File: src/rtl/fp_pkg.sv
// Shared single-precision constants and the normalizer state type.
// Imported by fp_pack and fp_normalize.
package fp_pkg;

  localparam int EXP_W  = 8;
  localparam int FRAC_W = 23;
  localparam int MANT_W = 25;

  localparam logic [EXP_W-1:0] EXP_MAX = 8'hFF;

  typedef enum logic [1:0] {
    IDLE,
    CHECK,
    SHIFT,
    DONE
  } fpn_state_t;

endpackage

File: src/rtl/fp_pack.sv
// Combinational packer: {sign, exp, frac} -> IEEE-754 single.
// force_inf wins over force_zero; both keep the sign.
// Ports:
//   sign        result sign
//   exp         biased exponent
//   frac        fraction bits (hidden bit excluded)
//   force_zero  emit signed zero
//   force_inf   emit signed infinity
//   packed_out  {sign, exp[7:0], frac[22:0]}
module fp_pack
  import fp_pkg::*;
(
  input  logic              sign,
  input  logic [EXP_W-1:0]  exp,
  input  logic [FRAC_W-1:0] frac,
  input  logic              force_zero,
  input  logic              force_inf,
  output logic [31:0]       packed_out
);

  always_comb begin
    packed_out = {sign, exp, frac};
    if (force_inf) begin
      packed_out = {sign, EXP_MAX, {FRAC_W{1'b0}}};
    end else if (force_zero) begin
      packed_out = {sign, {EXP_W{1'b0}}, {FRAC_W{1'b0}}};
    end
  end

endmodule

File: src/rtl/fp_normalize.sv
// Post-add normalization stage. Absorbs the adder carry with a single
// right shift, strips leading zeros one bit per cycle, and hands the
// packed single out through a valid/ready handshake.
// Build option: define FP_NORMALIZE_FTZ_EN to flush subnormal results
// to signed zero.
// Ports:
//   clk, rst_n          clock, asynchronous active-low reset
//   in_valid/in_ready   input handshake (ready only in IDLE)
//   in_sign/exp/mant    raw sum; mant[24] carry, mant[23] hidden bit
//   out_valid/out_ready output handshake
//   out                 packed single result
//   out_ovf             result overflowed to infinity
module fp_normalize
  import fp_pkg::*;
(
  input  logic              clk,
  input  logic              rst_n,
  input  logic              in_valid,
  output logic              in_ready,
  input  logic              in_sign,
  input  logic [EXP_W-1:0]  in_exp,
  input  logic [MANT_W-1:0] in_mant,
  output logic              out_valid,
  input  logic              out_ready,
  output logic [31:0]       out,
  output logic              out_ovf
);

  fpn_state_t state, next_state;

  logic              sign_r;
  logic [EXP_W:0]    exp_r;   // one spare bit to see the 255 boundary
  logic [MANT_W-1:0] mant_r;
  logic              zero_r;
  logic              inf_r;
  logic              valid_r;
  logic [31:0]       out_r;
  logic              ovf_r;

  logic [EXP_W:0]    work_exp;
  logic [EXP_W:0]    inc_exp;
  logic [EXP_W:0]    dec_exp;
  logic [MANT_W-1:0] shl_mant;
  logic              is_special;
  logic              is_zero;
  logic              chk_done;
  logic              shift_ok;
  logic              force_zero;
  logic [31:0]       packed_res;

  always_comb begin
    work_exp   = (exp_r == '0) ? 9'd1 : exp_r;
    inc_exp    = work_exp + 9'd1;
    dec_exp    = exp_r - 9'd1;
    shl_mant   = {mant_r[MANT_W-2:0], 1'b0};
    is_special = (exp_r[EXP_W-1:0] == EXP_MAX);
    is_zero    = (mant_r == '0);
    chk_done   = is_special | is_zero | mant_r[24] | mant_r[23];
    shift_ok   = !mant_r[23] && (exp_r > 9'd1);
  end

`ifdef FP_NORMALIZE_FTZ_EN
  assign force_zero = zero_r | (exp_r == '0);
`else
  assign force_zero = zero_r;
`endif

  fp_pack u_pack (
    .sign       (sign_r),
    .exp        (exp_r[EXP_W-1:0]),
    .frac       (mant_r[FRAC_W-1:0]),
    .force_zero (force_zero),
    .force_inf  (inf_r),
    .packed_out (packed_res)
  );

  // State register
  always_ff @(posedge clk or negedge rst_n) begin
    if (!rst_n) state <= IDLE;
    else        state <= next_state;
  end

  // Next-state logic. SHIFT looks ahead at the shifted mantissa so the
  // last shift lands straight in DONE; DONE spends its first cycle
  // registering the packed result, which keeps latency at 2 + shifts.
  always_comb begin
    next_state = state;
    unique case (state)
      IDLE:  if (in_valid) next_state = CHECK;
      CHECK: next_state = chk_done ? DONE : SHIFT;
      SHIFT: if (!(shift_ok && !shl_mant[23])) next_state = DONE;
      DONE:  if (valid_r && out_ready) next_state = IDLE;
      default: next_state = IDLE;
    endcase
  end

  // Output logic
  always_comb begin
    in_ready  = (state == IDLE) && rst_n;
    out_valid = valid_r;
    out       = out_r;
    out_ovf   = ovf_r;
  end

  // Working datapath
  always_ff @(posedge clk or negedge rst_n) begin
    if (!rst_n) begin
      sign_r  <= 1'b0;
      exp_r   <= '0;
      mant_r  <= '0;
      zero_r  <= 1'b0;
      inf_r   <= 1'b0;
      valid_r <= 1'b0;
      out_r   <= '0;
      ovf_r   <= 1'b0;
    end else begin
      unique case (state)
        IDLE: begin
          if (in_valid) begin
            sign_r <= in_sign;
            exp_r  <= {1'b0, in_exp};
            mant_r <= in_mant;
            zero_r <= 1'b0;
            inf_r  <= 1'b0;
          end
        end
        CHECK: begin
          if (is_special) begin
            // inf/NaN passes through untouched
          end else if (is_zero) begin
            zero_r <= 1'b1;
          end else if (mant_r[24]) begin
            mant_r <= mant_r >> 1;
            exp_r  <= inc_exp;
            if (inc_exp == {1'b0, EXP_MAX}) inf_r <= 1'b1;
          end else begin
            exp_r <= work_exp;
          end
        end
        SHIFT: begin
          if (shift_ok) begin
            mant_r <= shl_mant;
            exp_r  <= dec_exp;
          end else if (!mant_r[23]) begin
            exp_r <= '0;
          end
        end
        DONE: begin
          if (!valid_r) begin
            out_r   <= packed_res;
            ovf_r   <= inf_r;
            valid_r <= 1'b1;
          end else if (out_ready) begin
            valid_r <= 1'b0;
          end
        end
        default: ;
      endcase
    end
  end

endmodule

File: config.mk
export PLATFORM = sky130hd
export DESIGN_NAME = fp_normalize
export DESIGN_NICKNAME = d
export VERILOG_FILES = /design/src/rtl/fp_pkg.sv /design/src/rtl/fp_pack.sv /design/src/rtl/fp_normalize.sv
export SDC_FILE = /design/constraint.sdc
export NUM_CORES = 1
export LEC_CHECK = 0
export CAP_MARGIN = 10
export CELL_PAD_IN_SITES_DETAIL_PLACEMENT = 1
export CELL_PAD_IN_SITES_GLOBAL_PLACEMENT = 2
export CORE_MARGIN = 10
export CORE_UTILIZATION = 29
export CTS_CLUSTER_SIZE = 20
export DETAILED_ROUTE_END_ITERATION = 6
export GPL_ROUTABILITY_DRIVEN = 0
export PLACE_DENSITY_LB_ADDON = 0.1
export SETUP_SLACK_MARGIN = 0.4
export SLEW_MARGIN = 10
export SYNTH_ARGS = -nofsm -noshare
export SYNTH_HDL_FRONTEND = slang
export SYNTH_SLANG_ARGS = --single-unit
File: constraint.sdc
create_clock -name clk -period 1.96 [get_ports clk]
set_input_delay 0.49 -clock clk [delete_from_list [all_inputs] [get_ports clk]]
set_output_delay 0.49 -clock clk [all_outputs]
set_load 0.02 [all_outputs]
Word-level counts from Yosys, hierarchy flattened
Cells that the tools add are included. Widths: inputs -> output; s select.

Mux-type cells: 32. Reduce and logical (&&, ||, !) cells: 19. Bitwise gates (word level): 4. Order comparisons: 1. $add $sub $neg: 2. Equality and inequality tests: 15.

Operators by type and width (number): $mux 25 (4); $pmux 25 s3 (1); $mux 9 (7); $mux 31 (2); $pmux 9 s3 (1); $logic_not 25->1 (1); $mux 24 (1); $ne 2x2->1 const B (9); $reduce_and 6->1 (2); $mux 1 (10); $reduce_and 5->1 (2); $add 9x1->9 const B (1); $eq 9x8->1 const B (1); $gt 9x1->1 const B (1); $logic_not 9->1 (1); $sub 9x1->9 const B (1); $eq 8x8->1 const B (1); $pmux 2 s4 (1); $mux 2 (3); $eq 2x2->1 const B (2); $logic_and 1x1->1 (4); $pmux 1 s2 (2); $reduce_and 2->1 (2); $reduce_and 4->1 (1); other kinds (9) (12).

Bits in registers: 73. Output and inout bits: 35. Logic and storage cells: 83.

Logic depth before layout (Yosys ltp)
Depth in word-level cells: 9. Gate-level depth with buffers: 10. Gate-level depth less buffers: 7.

Modules after synthesis
Synthesis repeated with hierarchy kept, for this count alone.

Cell total of the unflattened synthesis: 459. Area, all modules: 4286.6 um^2.

By module, submodules not included: fp_normalize (times used 1, area each 4003.8 um^2, cells an instance 422); fp_pack (times used 1, area each 282.8 um^2, cells an instance 37).

Worst setup path after synthesis
OpenSTA, ideal clock, no wires.

Kind: register to register. From: register exp_r[0]. To: register exp_r[8]. Slack: -209 ps. Data arrival time: 2048 ps. Clock period less this slack: 2169 ps. Cell stages (with the launch flop): 10. Path through: dfrtp_1 clkbuf_1 inv_1 ha_1 or4b_4 buf_6 nor4_4 xnor2_1 o22ai_2 a22o_1.

Longest elaborated chain between the ends: 7. Elaborated cells between the ends (all ways): 15.

Ends and longest elaborated chain: from (decl) (line fp_normalize.sv:32) `logic [EXP_W:0] exp_r;`; from (signal assigned) (line fp_normalize.sv:121) `exp_r <= {1'b0, in_exp};`; from (signal assigned) (line fp_normalize.sv:134) `exp_r <= inc_exp;`; from (signal assigned) (line fp_normalize.sv:137) `exp_r <= work_exp;`; $logic_not 9->1 (line fp_normalize.sv:52) `work_exp = (exp_r == '0) ? 9'd1 : exp_r;`; $mux 9 (line fp_normalize.sv:52); $add 9x1->9 (line fp_normalize.sv:53) `inc_exp = work_exp + 9'd1;`; $mux 9 (line fp_normalize.sv:132) `end else if (mant_r[24]) begin`; $mux 9 (line fp_normalize.sv:130) `end else if (is_zero) begin`; $mux 9 (line fp_normalize.sv:128) `if (is_special) begin`; $pmux 9 s3 (line fp_normalize.sv:117) `unique case (state)`.

Several ways; a longest one is shown, not always the timed one. The select of a mux whose other input is x is not followed. A chain may end at the register's enable or synchronous reset.

Worst setup path after layout
From: register state[0]. To: register exp_r[7].

Longest elaborated chain between the ends: 3. Elaborated cells between the ends (all ways): 10.

Ends and longest elaborated chain: from (decl) (line fp_normalize.sv:29) `fpn_state_t state, next_state;`; from (signal assigned) (line fp_normalize.sv:80) `else state <= next_state;`; $eq 2x2->1, or another cell as far along (line fp_normalize.sv:117); $ne 3x3->1 (no source line), or another cell as far along; $reduce_and 5->1 (no source line).

Several ways; a longest one is shown, not always the timed one.

==> results.md <==
- FF-to-FF End: exp_r[7]
- Hold Fails Final Rpt: 0
- CP cell instances: buf_6 > ha_4 > buf_8 > a311oi_4 > buf_4 > o21a_4 > nand2b_4 > o32ai_2
- EDFF count, synth: 0
- Via count: 3996
- VDD IR max: 0.000778 V
- Finish-stage setup viols: 19
- Num CTS Buffers: 9
- Area growth from synthesis to layout: 57.1%
- Yosys reg bits: between 70 and 80
- R2R cell count: 8
- Core area: between 0.01 and 0.015 mm^2
- GR Overflow Total: 0
- Commonest cells post-synth: dfrtp_1, nand2_1, nor2_1
- Highest clock rate: 494 MHz
- Sequential-to-total area share from yosys stat: 45.0%
- Clock buffer depth: 2
- Worst Path Buf+Inv: 3
- Pin count of the biggest net entering global routing: between 70 and 80
- Outcome: complete, but fails checks
- Total GRT Usage: 15.0%
- Initial antenna violation count: 0
- Yosys top cell by area: dfrtp_1
- Initial DRC count: between 150 and 200
- Hpwl dp: 10.1 mm
- Unrepaired setup endpoints after global routing: yes
- Clock Latency Late Sink: between 0.3 and 0.4 ns
- Fin Clk Skew: 0.00865 ns
- Worst setup margin: -0.0651 ns
- CP max stage delay: 0.45 ns
- Crit path DAT: 2.27 ns
- Die X: 138 um
- CTS Hold Bufs: 0
- Minimum clock period: 2.03 ns
- Crit-path slowest cell: dfrtp_2
- Top FF cell, synth: dfrtp_1
- Critical path class: reg2reg
- Routed WL: 15.3 mm
- Die H: 138 um
- I/O Pins: 73
- CTS tree: done
- Final Cycle Share: 103%
- Num Clock Sinks: 73
- FFs w/ async S/R, synth: 100%
- Post-synth top area share: 45.0%
- Row count: 43
- Endpoint class of the critical path: flop
- Vias per cell: between 5 and 6
- R2R setup slack: -0.07 ns
- Synth top area cells: dfrtp_1, a22o_1, a221oi_1, o31ai_1, nand2_1
- Worst Path Required: 2.20 ns
- P_leak: 0.00268 uW
- DP Worst Slack: -0.234 ns
- Max-cap viol count: 0
- Post-synthesis instance area: ~0.0041 mm^2
- Synth unique cells: 61
- Initial Util: 29.5%
- PwrDens: 2220 mW/mm^2
- Worst min-delay path category: in2async
- Number of inserted diodes: 0
- Die area: between 0.015 and 0.02 mm^2
- Fin. max-slew vios: 0
- CTS clock-pin slew for the worst setup and hold paths: roughly 0.060 ns
- Final antenna-violating net count: 0
- Vias in the first global route: 4165
- Family with the most delay on the worst path: compound AO/OA/AOI/OAI gates
- Slew @ Worst Pin: 0.984 ns
- Syn Inst Count: 424
- CP max FO: 8
- DRC Markers: 0
- CTS root buffer: clkbuf_16
- Syn nets: approximately 470
- Number of fill cells: 1541
- Mean Syn Cell Area: roughly 9.6 um^2
- WL/cell: roughly 21 um
- Failing checks: negative setup slack
- Global-route wire length before repair: 23.5 mm
- Share of cells above drive strength 1: about a third
- Critical R2R Launch: state[0]
- Slew headroom: about 34%
- YS warnings: 0
- Port Buf Inserts: 72
- H-tree depth: 3
- # nets final: 597
- Critical Path Start Type: flop
- TritonRoute pass-1 iters: 4
- Min Hold Slack: 0.389 ns
- Most frequent cell after synthesis: dfrtp_1
-- how the worst max path moves through the flow --
stage          startpoint         end  slack (ns)  cells past startpoint
5_1_grt          state[0]    exp_r[5]       -0.11                      8
4_1_cts          state[0]    in_ready       -0.04                      4
2_1_floorplan    exp_r[0]    exp_r[8]       -0.06                      9
3_5_place_dp     in_valid  mant_r[22]       -0.23                      6
6_report         state[0]    exp_r[7]       -0.07                      8
3_3_place_gp     in_valid    exp_r[5]       -0.16                      6
-- flip-flops by register name, indices dropped and copies added (netlist names) --
register    count
exp_r           9
out_valid       1
inf_r           1
out            32
state           2
out_ovf         1
force_zero      1
sign_r          1
mant_r         25
-- area by class of cell --
| cell class | instances | area (um^2) | share of cell area, % |
|---|---|---|---|
| Sequential cell | 73 | 1830 | 28.7 |
| Clock inverter | 6 | 115 | 1.80 |
| Multi-Input combinational cell | 300 | 2450 | 38.5 |
| Inverter | 11 | 46.3 | 0.726 |
| Tap cell | 180 | 225 | 3.53 |
| Clock buffer | 10 | 229 | 3.59 |
| Timing Repair Buffer | 154 | 1470 | 23.1 |
-- cells in the final DEF, fill, tap and decap left out, drive strengths merged, types with 2 or more instances in the layout --
cell type / n
dlygate4sd2: 2
and3: 4
a31oi: 3
bufinv: 3
o21bai: 2
ha: 10
xor2: 5
inv: 12
nand3: 8
o221ai: 4
clkdlybuf4s50: 36
nand2: 45
a221oi: 22
dfrtp: 73
mux2: 3
nand4: 5
nand2b: 3
and2: 2
clkbuf: 18
xnor2: 7
nor2: 33
o21a: 2
nor2b: 2
o21ai: 32
o31ai: 24
nor4: 8
o22ai: 5
a21oi: 13
clkdlybuf4s15: 29
a311oi: 2
nor3: 10
buf: 79
a22o: 25
or4: 2
-- per-stage QoR --
stage	util, %	TNS (ns)	cell area (um^2)	power [uW]	std cells
after CTS	42.3	-0.414	5830	12100	721
after detailed placement	39.0	-5.57	5370	9780	702
after global routing	46.3	-1.70	6380	15100	734
after floorplan	-	-0.241	4170	7050	424
after global placement	39.0	-4.55	5370	9600	702
final	46.3	-0.379	6380	14200	734
-- cells by family (layout without fill, tap and decap cells) --
kind of cell	Yosys count	count (layout)	share of synthesized area, %
AND/OR/NAND/NOR	127	127	15.3
multiplexers	4	4	1.08
adder cells (fa/ha/maj)	10	10	3.08
XOR/XNOR	12	12	2.59
AO/OA/AOI/OAI	147	147	26.9
buffers and inverters	51	181	6.07
flip-flops	73	73	45.0
-- power breakdown --
| part | total (uW) | switching [uW] | internal (uW) |
|---|---|---|---|
| clock network | 1940 | 687 | 1250 |
| logic | 9310 | 4980 | 4330 |
| registers | 2910 | 684 | 2220 |
-- routing by layer --
layer	wire length (um)	track usage, %	share of wire, %	vias up
met2	7180	22.5	47	103
met1	7090	20.3	46	2042
met4	162	4.99	1.1	0
li1	-	-	-	1839
met5	0	0	0	-
met3	849	3.80	5.6	12
-- repair_timing --
item | in CTS | in global routing
pin swaps | 7 | 18
endpoints found under the setup margin | 73 | 92
hold endpoints to repair | 0 | 0
gates cloned | 1 | 6
buffers inserted | 2 | 7
resized for setup | 66 | 101
(Power assumes the default switching activity.)
==> edit 1, RTL diff (same settings) <==
Build with the macro `FP_NORMALIZE_FTZ_EN` defined.
--- a/src/rtl/fp_normalize.sv
+++ b/src/rtl/fp_normalize.sv
@@ -10,6 +10,8 @@
 //   out_valid/out_ready output handshake
 //   out                 packed single result
 //   out_ovf             result overflowed to infinity
+`define FP_NORMALIZE_FTZ_EN
+
 module fp_normalize
   import fp_pkg::*;
 (
Behaviour: not the same (Yosys sat finds a counterexample within 10 cycles, from zero or initial values and one cycle with rst_n low).
==> edit 1 against the unedited design <==
The flow still finishes with violations (setup timing). Die area up 2.4%. Sequential share of layout area fell by 1.1 points. Wire length increased by 1.6%. Sequential power decreased by 5%. Power down 3.0%. Worst setup slack worse by 0.12 ns. Area after synthesis rose by 2.8%. Cell area rose by 3.8%. Worst hold slack worse by 0.12 ns. Sequential cell count unchanged.
==> edit 1: results (changes against the unedited design) <==
- Path depth of the worst reg2reg path: 8 (unchanged)
- GR Util All Layers: 15.3% (+0.36 points)
- Crit path max fanout: 6 (-2)
- Initial antenna violation count: 0 (unchanged)
- Async S/R FF share, synth: 100% (unchanged)
- Buffers added on ports: 72 (unchanged)
- Cell family with most CP delay: flip-flops
- Final worst slack: -0.186 ns (-0.120 ns)
- HPWL after detailed placement: 10.6 mm (+5.5%)
- Root buffer cell: clkbuf_16
- Worst-skew pair later-pin latency: 0.35 ns (about the same)
- Fin. Hold Viols: 0 (unchanged)
- TritonCTS buffer count: 9 (unchanged)
- Nets: 624 (+4.5%)
- Worst path slowest cell: dfrtp_2
- Hold slack: 0.265 ns (-0.124 ns)
- CP max stage delay: 0.47 ns (+0.02 ns)
- CTS clk-pin slew, worst paths: 0.06 ns (about the same)
- Vias per cell: 5.21 (-4.4%)
- Max FFs per register: 32 (unchanged)
- Drt first-iter violations: 250 (+30%)
- CTS H-tree depth: 3 (unchanged)
- Largest net degree at the start of global routing: 39 (-47%)
- Pre-CTS WS: -0.379 ns (-0.145 ns)
- Failing checks: setup timing
- Final setup fails: 58 (+39)
- Layout cells sized above 1: 37.9% (+5.4 points)
- Worst path arrival time: 2.37 ns (+0.10 ns)
- Drt pass-1 iters: 4 (unchanged)
- Final WL: 15.5 mm (+1.6%)
- Setup TNS: -7.16 ns (-6.78 ns)
- Synth cell count leaders: 73 x dfrtp_1, 40 x nor2_1, 34 x a21oi_1, 31 x clkbuf_1, 25 x a22o_1
- Clk buf depth: 2 (unchanged)
- Synth Warn #: 0 (unchanged)
- Largest cells by area after synthesis: dfrtp_1 44%, mux2_4 7.2%, a22o_1 5.2%
- Status: finished, violations left
- Hold crit path type: in -> async
- Share of the synthesized area in the top cell type: 43.8% (-1.2 points)
- Fin Clk Skew: 0.00907 ns (+0.000414 ns)
- Sequential-to-total area share from yosys stat: 43.8% (-1.2 points)
- First-pass GRT wire length: 24.2 mm (+2.8%)
- Syn_nets: 466 (-1.3%)
- Antenna Cells: 0 (unchanged)
- Peak supply drop: 1020 uV (+31%)
- Vias in the first global route: 4236 (+1.7%)
- Top FF cell, synth: dfrtp_1
- Netlist cell types: 54 (-11%)
- Leak: 2.86 nW (+6.9%)
- Slew HR: 57.2% (+23 points)
-- edit 1: per-layer routing --
metal / share of wire [%] / GRT usage [%] / wire [um] / vias up
li1: - / - / - / 1874
met1: 49 / 21.3 / 7560 / 1977
met2: 45 / 22.6 / 6930 / 97
met3: 5.9 / 4.70 / 919 / 8
met4: 0.66 / 3.48 / 103 / 0
met5: 0 / 0 / 0 / -
-- edit 1: path summary, 6_finish.rpt --
check,start,end
setup / recovery,exp_r[0],mant_r[19]
hold / removal,rst_n,exp_r[6]
setup reg to reg,exp_r[0],mant_r[19]
hold reg to reg,out[30],out[30]
max in group asynchronous,rst_n,mant_r[11]
min in group clk,out[30],out[30]
-- edit 1: cell type report --
cell class                      instances  area (um2)
Timing Repair Buffer                  185        1770
Clock buffer                           10         239
Clock inverter                          5        56.3
Sequential cell                        73        1830
Multi-Input combinational cell        297        2450
Inverter                               10        45.0
Tap cell                              180         225
Fill cell                            1540        7370
-- edit 1: repair_timing --
item                                    in CTS  in global routing
gates resized for setup                     81                 62
cloned                                       3                  3
buffers inserted                            16                  7
hold endpoints to repair                     0                  0
endpoints found under the setup margin     105                 93
pin swaps                                    9                 18
-- edit 1: cells by family (layout without fill, tap and decap cells) --
group | count (synthesis) | in the layout | share of synthesized area [%]
AOI/OAI and AO/OA | 144 | 144 | 24.3
xor gates and xnor gates | 7 | 7 | 1.47
adders and majority gates | 10 | 10 | 3.00
buffers and inverters | 48 | 210 | 5.04
DFF | 73 | 73 | 43.8
muxes | 29 | 29 | 9.59
and+or+nand+nor | 107 | 107 | 12.8
-- edit 1: stage by stage --
step                cells  area (um2)  utilization, %  power, mW
floorplan             418        4370               -       7.70
global placement      716        5750            41.1       10.6
detailed placement    716        5750            41.1       10.7
CTS                   750        6370            45.5       13.1
global route          760        6620            47.3       14.7
finish                760        6620            47.3       13.7
-- edit 1: power by group --
part	switching [mW]	internal, mW	total, mW
sequential	0.515	2.24	2.75
combinational	4.44	4.87	9.31
clock	0.660	1.01	1.67
total	5.62	8.12	13.7
==> edit 2, RTL diff (config.mk and constraints unchanged) <==
Without the edit above. The 4 states of `fpn_state_t` get a Gray code encoding in 2 bits.
--- a/src/rtl/fp_pkg.sv
+++ b/src/rtl/fp_pkg.sv
@@ -9,10 +9,10 @@
   localparam logic [EXP_W-1:0] EXP_MAX = 8'hFF;
 
   typedef enum logic [1:0] {
-    IDLE,
-    CHECK,
-    SHIFT,
-    DONE
+    IDLE  = 2'b00,
+    CHECK = 2'b01,
+    SHIFT = 2'b11,
+    DONE  = 2'b10
   } fpn_state_t;
 
 endpackage
Function: no difference found for any inputs over 10 cycles, from zero or initial values and one cycle with rst_n low; not proved beyond that.
==> edit 2 against the unedited design <==
Wire length is 9.8% higher. Area after synthesis increased by 2.0%. Worst setup slack better by 0.11 ns. Sequential power grew 4%. Sequential cell count unchanged. Power fell by 10%. Cell area rose by 8.4%. Global-route usage grew 0.67 points. Critical path depth is 3 lower. Critical path type unchanged. Highest routed layer unchanged.
==> edit 2: results (changes against the unedited design) <==
- Status: finished clean
- Crit path max fanout: 4 (-4)
- Largest cells by area after synthesis: dfrtp_1 44%, mux2_2 7.3%, nand2_1 6.5%
- Setup crit end: exp_r[0]
- Vias in the first global route: 4257 (+2.2%)
- CTS clk-pin slew, worst paths: 0.06 ns (about the same)
- GR Util All Layers: 15.6% (+0.67 points)
- First-pass GRT wire length: 24.5 mm (+4.2%)
- Drt pass-1 iters: 4 (unchanged)
- R2R setup slack: 0.04 ns (+0.11 ns)
- Hold crit path type: in -> async
- HPWL after detailed placement: 10.9 mm (+7.6%)
- Worst path slowest cell: or4_4
- Post-DR wirelength/cell: 21.2 um (+1.8%)
- Pre-CTS WS: -0.252 ns (-0.0183 ns)
- Worst path arrival time: 2.14 ns (-0.13 ns)
- Placed cell area: 5580 um2 (+3.9%)
- Largest net degree at the start of global routing: 52 (-30%)
- Final setup fails: 0 (-19)
- Leak: 3.13 nW (+17%)
- Peak supply drop: 681 uV (-13%)
- Async S/R FF share, synth: 100% (unchanged)
- Drt first-iter violations: 247 (+29%)
- TritonCTS buffer count: 9 (unchanged)
- Netlist cell types: 62 (+1.6%)
- Critical Path Start: exp_r[2]
- Syn_nets: 493 (+4.4%)
- Total number of vias: 4086 (+2.3%)
- Nets: 650 (+8.9%)
- Synth cell count leaders: 73 x dfrtp_1, 72 x nand2_1, 36 x a21oi_1, 36 x nor2_1, 36 x o21ai_0
- Fin Clk Skew: 0.00870 ns (+0.0000455 ns)
- Clk buf depth: 2 (unchanged)
- Worst-skew pair later-pin latency: 0.34 ns
- CTS H-tree depth: 3 (unchanged)
- Path depth of the worst reg2reg path: 5 (-3)
- Synth Warn #: 0 (unchanged)
- Root buffer cell: clkbuf_16
- Sequential-to-total area share from yosys stat: 44.1% (-0.90 points)
- Slew HR: 52.1% (+18 points)
- Max FFs per register: 32 (unchanged)
- Tcrit/Tclk final: 97.7% (-5.6 points)
- Layout cells sized above 1: 47.9% (+15 points)
- CP max stage delay: 0.60 ns (+0.15 ns)
- Buffers added on ports: 72 (unchanged)
- Antenna Cells: 0 (unchanged)
- Initial antenna violation count: 0 (unchanged)
[edit 2: changes by cell type after synthesis, moves of 4 or more]
cell,change
o31ai_1,-24
mux2i_1,+23
nor2_1,+4
o21ai_0,+10
a21oi_1,+23
buf_4,-5
ha_1,-6
nor3_1,-4
nand2_1,+27
mux2_2,+24
a22o_1,-23
o21ai_1,-4
a221oi_1,-21
[edit 2: final cells by class]
cell class	instances	area, um2
clock buffer	12	246
inverter	8	37.5
tap	180	225
clock inverter	3	17.5
multi-input combinational	335	2840
sequential	73	1840
fill	1527	7020
timing repair buffer	181	1710
[edit 2: worst min-delay path by stage]
| stage | end | depth (start not counted) | start | slack (ns) |
|---|---|---|---|---|
| after detailed placement | out[14] | 2 | out[14] | 0.47 |
| final | out[26] | 2 | rst_n | 0.40 |
| after CTS | out[26] | 2 | rst_n | 0.42 |
| after global routing | out[23] | 2 | rst_n | 0.46 |
| after global placement | out[2] | 2 | out[2] | 0.46 |
| after floorplan | exp_r[0] | 0 | rst_n | 0.19 |
[edit 2: metal layers]
metal  track usage [%]  up-vias  share of wire (%)
met5                 0        -                  0
met4              4.06        0                1.1
met3              3.64       14                3.4
met2              23.1       82                 46
met1              22.2     2061                 50
li1                  -     1929                  -
[edit 2: power by group]
| group | internal [mW] | leakage, nW | switching, mW | total (mW) |
|---|---|---|---|---|
| logic | 4.03 | 2.12 | 4.09 | 8.13 |
| clock network | 0.881 | 0.128 | 0.641 | 1.52 |
| registers | 2.25 | 0.877 | 0.777 | 3.02 |
[edit 2: stage by stage]
| step | std cells | hold slack (ns) | setup TNS (ns) | util [%] |
|---|---|---|---|---|
| 2_1_floorplan | 451 | 0.194 | 0 | - |
| 3_3_place_gp | 737 | 0.461 | -5.85 | 40.0 |
| 3_5_place_dp | 737 | 0.472 | -6.53 | 40.0 |
| 4_1_cts | 771 | 0.420 | 0 | 44.7 |
| 5_1_grt | 792 | 0.459 | -0.0767 | 49.6 |
| 6_report | 792 | 0.397 | 0 | 49.6 |
[edit 2: timing repair]
action,in CTS,in global routing
pin swaps,19,66
setup endpoints to repair,104,84
hold buffers,0,0
resized for setup,103,211
setup buffers,15,18
gates cloned,4,3
[edit 2: logic make-up (layout without fill, tap and decap cells)]
family                     Yosys count  in the layout  share of synthesized area [%]
and+or+nand+nor                    158            158                           18.0
AOI/OAI and AO/OA                  115            115                           17.4
DFF                                 73             73                           44.1
muxes                               51             51                           13.1
buffers and inverters               43            204                           4.71
xor gates and xnor gates             7              7                           1.48
adders and majority gates            4              4                           1.21
[edit 2: worst max-delay path: cells and delay by family (launching register included)]
| kind | cells | cell delay, ns |
|---|---|---|
| compound gates | 4 | 0.77 |
| flops | 1 | 0.43 |
| simple gates | 1 | 0.60 |
